==> config.mk <==
export PLATFORM = sky130hd
export DESIGN_NAME = node_sequencer
export DESIGN_NICKNAME = d
export VERILOG_FILES = /design/src/rtl/node_sequencer.sv
export SDC_FILE = /design/constraint.sdc
export NUM_CORES = 1
export LEC_CHECK = 0
export ABC_AREA = 1
export CORE_MARGIN = 4
export CORE_UTILIZATION = 32
export CTS_CLUSTER_DIAMETER = 50
export DETAILED_ROUTE_END_ITERATION = 12
export DONT_BUFFER_PORTS = 1
export PLACE_DENSITY = 0.51
export SETUP_SLACK_MARGIN = 0.15
export SYNTH_ARGS = -nofsm -noshare
export SYNTH_HDL_FRONTEND = slang
export SYNTH_SLANG_ARGS = --single-unit
==> constraint.sdc <==
create_clock -name clk -period 2.7 [get_ports clk]
set_clock_uncertainty 0.15 [all_clocks]
set_input_delay 0.27 -clock clk [delete_from_list [all_inputs] [get_ports clk]]
set_output_delay 0.27 -clock clk [all_outputs]
set_load 0.02 [all_outputs]
==> src/rtl/node_sequencer.sv <==
// Layer sequencer for a single-MAC neuron datapath: per neuron it clears the accumulator,
// streams N input/coefficient pairs, waits out the MAC latency, then strobes the result.
module node_sequencer #(
  parameter int MAX_IN    = 64,
  parameter int MAX_NODES = 8
) (
  input  logic       clk,
  input  logic       n_rst,
  input  logic       go,
  input  logic       abort,
  input  logic       hold,
  input  logic [6:0] num_inputs,
  input  logic [3:0] num_nodes,
  output logic       start,
  output logic       reset_acc,
  output logic [6:0] cnt_val,
  output logic [8:0] coef_addr,
  output logic       out_valid,
  output logic [2:0] node_idx,
  output logic       busy,
  output logic       done,
  output logic       err
);

  typedef enum logic [2:0] {
    IDLE  = 3'd0,
    CLEAR = 3'd1,
    ACCUM = 3'd2,
    DRAIN = 3'd3,
    STORE = 3'd4,
    DONE  = 3'd5
  } state_e;

  localparam logic [6:0] MAX_IN_L    = 7'(MAX_IN);
  localparam logic [3:0] MAX_NODES_L = 4'(MAX_NODES);

  state_e     state_q, state_d;
  logic [6:0] n_q, n_d;
  logic [3:0] m_q, m_d;
  logic [6:0] k_q, k_d;
  logic [2:0] node_q, node_d;
  logic       start_q, start_d;
  logic       reset_acc_q, reset_acc_d;
  logic [8:0] coef_addr_q, coef_addr_d;
  logic       out_valid_q, out_valid_d;
  logic       busy_q, busy_d;
  logic       done_q, done_d;
  logic       err_q, err_d;
  logic       cfg_ok_s;
  logic       last_pair_s;
  logic       last_node_s;

  assign cfg_ok_s    = (num_inputs != 7'd0) && (num_inputs <= MAX_IN_L) &&
                       (num_nodes != 4'd0) && (num_nodes <= MAX_NODES_L);
  assign last_pair_s = (k_q == (n_q - 7'd1));
  assign last_node_s = ({1'b0, node_q} == (m_q - 4'd1));

  // Outputs are registered from the next state; start_q set means pair k_q is issued this
  // cycle, clear means the current ACCUM cycle is a stall still owing pair k_q.
  always_comb begin
    state_d = state_q;
    n_d     = n_q;
    m_d     = m_q;
    k_d     = k_q;
    node_d  = node_q;
    start_d = 1'b0;
    err_d   = 1'b0;
    if (abort && (state_q != IDLE)) begin
      state_d = IDLE;
      k_d     = 7'd0;
      node_d  = 3'd0;
    end else begin
      case (state_q)
        IDLE: begin
          if (go && cfg_ok_s) begin
            n_d     = num_inputs;
            m_d     = num_nodes;
            node_d  = 3'd0;
            k_d     = 7'd0;
            state_d = CLEAR;
          end else if (go) begin
            err_d = 1'b1;
          end else begin
            state_d = IDLE;
          end
        end
        CLEAR: begin
          k_d     = 7'd0;
          start_d = 1'b1;
          state_d = ACCUM;
        end
        ACCUM: begin
          if (start_q && last_pair_s) begin
            state_d = DRAIN;
          end else if (start_q) begin
            k_d     = k_q + 7'd1;
            start_d = ~hold;
          end else begin
            start_d = ~hold;
          end
        end
        DRAIN: state_d = STORE;
        STORE: begin
          if (last_node_s) begin
            state_d = DONE;
          end else begin
            node_d  = node_q + 3'd1;
            k_d     = 7'd0;
            state_d = CLEAR;
          end
        end
        DONE: begin
          k_d     = 7'd0;
          node_d  = 3'd0;
          state_d = IDLE;
        end
        default: begin
          k_d     = 7'd0;
          node_d  = 3'd0;
          state_d = IDLE;
        end
      endcase
    end
    reset_acc_d = (state_d == CLEAR);
    out_valid_d = (state_d == STORE);
    done_d      = (state_d == DONE);
    busy_d      = (state_d != IDLE);
    coef_addr_d = {node_d, k_d[5:0]};
  end

  // State and registered outputs, synchronous active-low reset.
  always_ff @(posedge clk) begin
    if (!n_rst) begin
      state_q     <= IDLE;
      n_q         <= 7'd0;
      m_q         <= 4'd0;
      k_q         <= 7'd0;
      node_q      <= 3'd0;
      start_q     <= 1'b0;
      reset_acc_q <= 1'b0;
      coef_addr_q <= 9'd0;
      out_valid_q <= 1'b0;
      busy_q      <= 1'b0;
      done_q      <= 1'b0;
      err_q       <= 1'b0;
    end else begin
      state_q     <= state_d;
      n_q         <= n_d;
      m_q         <= m_d;
      k_q         <= k_d;
      node_q      <= node_d;
      start_q     <= start_d;
      reset_acc_q <= reset_acc_d;
      coef_addr_q <= coef_addr_d;
      out_valid_q <= out_valid_d;
      busy_q      <= busy_d;
      done_q      <= done_d;
      err_q       <= err_d;
    end
  end

  assign start     = start_q;
  assign reset_acc = reset_acc_q;
  assign cnt_val   = k_q;
  assign coef_addr = coef_addr_q;
  assign out_valid = out_valid_q;
  assign node_idx  = node_q;
  assign busy      = busy_q;
  assign done      = done_q;
  assign err       = err_q;

endmodule

==> key figures <==
Placed design
  • Dpl ws: 0.675 ns
  • PortBufs: 0
  • Placed cells: 367
  • Routability cong.: 0.840
  • Dpl hpwl: 3.62 mm

CTS
  • Clk buf depth: 2
  • Sink Count: 30
  • CTS tree: built
  • Postcts setup bufs: 0
  • CTS buffer count: 5
  • Cts repair resizes: 0
  • CTS H-tree lvls: 2
  • Clock Latency Late Sink: 0.28 ns
  • Hold_buf cts: 3
  • Root buf cell: clkbuf_8
  • Clk slew on worst S/H paths: 0.07 ns

Worst setup path
  • CP arrival: 2.10 ns
  • Required time worst endpoint: 2.76 ns
  • CP dominant cell by count: nand2_1
  • Crit-path max cell delay: 0.69 ns
  • Crit-path cells: inv_2 -> nand2_1 -> nand2_1 -> nor2_1 -> nand3_2 -> nor2_4 -> nand4_1 -> nand2_1 -> nand3_1 -> nor2_1
  • Slowest cell on the critical path: dfxtp_1
  • Critical Path End Type: register
  • CP max FO: 7
  • CP startpoint kind: register
  • Kind of critical path: register to register

Logic synthesis
  • Largest area contributor in the netlist: dfxtp_1
  • Synth top area share: 0.310
  • Synth cell types: 25
  • Post-Syn Nets: 317
  • Mapped Avg Cell Area: 6.53 µm²
  • Yosys warnings: 0
  • Synth area leaders: dfxtp_1 (31%), nand2_1 (13%), inv_1 (7.2%), nor2_1 (5.6%), a21oi_1 (5.4%)
  • Sequential share of the synthesized area: 0.310
  • FF+latch count, synth: 30
  • Gate Count Post-Synth: 297
  • Synthesized cell area: 1940 µm²

Cells and area
  • Share of cells above drive strength 1: 0.188
  • Ant diodes: 0
  • Commonest non-fill, non-tap cell in the layout: nand2_1
  • Synth-to-layout area growth: 9.74%
  • Most frequent cells in the layout: nand2_1 (65), inv_1 (37), dfxtp_1 (30)
  • Final std cells w/o fill: 378
  • Nets: 322

GRT
  • Vias in the first global route: 1740
  • GRT Residual Overflow: 0
  • Initial antenna violation count: 0
  • First-pass GRT wire length: 7.98 mm
  • Largest net degree at the start of global routing: 23
  • Global-route usage over all layers: 0.136

Timing
  • Hold Vio Cnt, Final: 0
  • Setup violators final: 0
  • TNS Setup: 0 ns
  • Slew @ Worst Pin: 0.580 ns
  • Fmax: 490 MHz
  • Final Max Slew Viols: 0
  • Slew margin rel.: 0.613
  • RSZ-0062 raised after global routing: false
  • Min setup slack post-route: 0.659 ns
  • Tcrit/Tclk final: 0.756
  • Minimum clock period: 2.04 ns

Route
  • Avg Vias per Cell: 4.62
  • Final ANT Viol Nets: 0
  • Via count: 1746
  • DR pass1 iterations: 4
  • Wire per inst: 12.4 µm
  • Final wirelength: 4.68 mm
  • 1st-iter DRT viols: 73
  • Detailed-route DRC error count: 0

Worst hold path
  • Worst Hold Class: input pin to register

Floorplan
  • Chip width: 85.9 µm
  • IO Pins: 41
  • Row count: 28
  • Die H: 85.9 µm
  • Core area: 5890 µm²
  • Starting Density: 0.330
  • Die ar.: 7370 µm²

Power
  • Static leakage: 0.974 nW
  • Pwr/cell area: 478 nW/µm²
  • Max rail drop VDD: 0.000317 V

Status
  • Status: complete, no violations

Job
  • Max Cap Viol: 0
cell families after synthesis:
kind of cell	after synthesis	synth area share
XOR/XNOR	7	0.0316
AND/OR/NAND/NOR	147	0.363
AO/OA/AOI/OAI	45	0.126
flip-flops	30	0.310
adder cells (fa/ha/maj)	4	0.0258
buffers and inverters	64	0.143
registers in the layout, summed over array words and instances (netlist names):
register and cells:
cnt_val 6, busy 1, done 1, m_q 4, state_q 3, err 1
start 1, node_idx 3, reset_acc 1, n_q 7, coef_addr 1, out_valid 1
routing by layer:
| layer | track usage | up-vias | wire length, µm |
|---|---|---|---|
| met3 | 0.0432 | 9 | 291 |
| met4 | 0.0532 | 0 | 98 |
| met2 | 0.230 | 36 | 2260 |
| met5 | 0 | - | 0 |
| li1 | - | 932 | - |
| met1 | 0.161 | 769 | 2030 |
final timing paths:
kind | endpoint | depth (start not counted) | slack [ns] | startpoint
setup / recovery | reset_acc$_SDFF_PN0_ | 10 | 0.66 | cnt_val[0]$_SDFF_PP0_
hold / removal | n_q[1]$_SDFFE_PN0P_ | 2 | 0.007 | n_rst
setup reg to reg | reset_acc$_SDFF_PN0_ | 10 | 0.66 | cnt_val[0]$_SDFF_PP0_
hold reg to reg | n_q[6]$_SDFFE_PN0P_ | 2 | 0.32 | n_q[6]$_SDFFE_PN0P_
per-stage QoR:
step / cell area, µm² / power, mW / utilization / hold slack, ns
final: 2130 / 1.02 / 0.362 / 0.00684
after global routing: 2130 / 1.08 / 0.362 / 0.0259
after CTS: 2130 / 1.04 / 0.362 / 0.00233
after detailed placement: 2010 / 0.644 / 0.341 / 0.249
after global placement: 2010 / 0.645 / 0.341 / 0.245
after floorplan: 1940 / 0.617 / - / 0.248
worst max-delay path, delay by kind of cell, from the launching register on:
kind	cells	cell delay, ns
simple gates	9	1.04
buf+inv	1	0.09
flops	1	0.69
cell usage after synthesis:
library cell  count
nand3_1          19
buf_4            10
nand2_4           3
clkbuf_1          3
nor2_2            7
inv_2            14
or2_0             1
o21ai_0          16
nand3b_1          1
o21ai_1           2
nor2_1           29
nand4_1           5
nor3_1            3
a21oi_2           4
xor2_1            3
xnor2_1           4
nand3_2           3
ha_1              4
inv_1            37
nor2_4            4
nand2_2           7
dfxtp_1          30
o211ai_1          2
a21oi_1          21
nand2_1          65
cell type report:
cell class / count / area (µm²)
clock inverter: 1 / 5.00
inverter: 51 / 191
timing repair buffer: 11 / 90.1
multi-input combinational: 203 / 1060
tap: 75 / 93.8
sequential: 30 / 601
fill: 639 / 3760
clock buffer: 7 / 86.3
power by group:
part	internal, mW	leakage, nW	total [mW]	switching (mW)
clock network	0.205	0.0482	0.380	0.175
logic	0.0587	0.682	0.164	0.106
registers	0.457	0.244	0.473	0.0161
total	0.721	0.974	1.02	0.297
No activity file was read; power rests on OpenSTA's default activity.
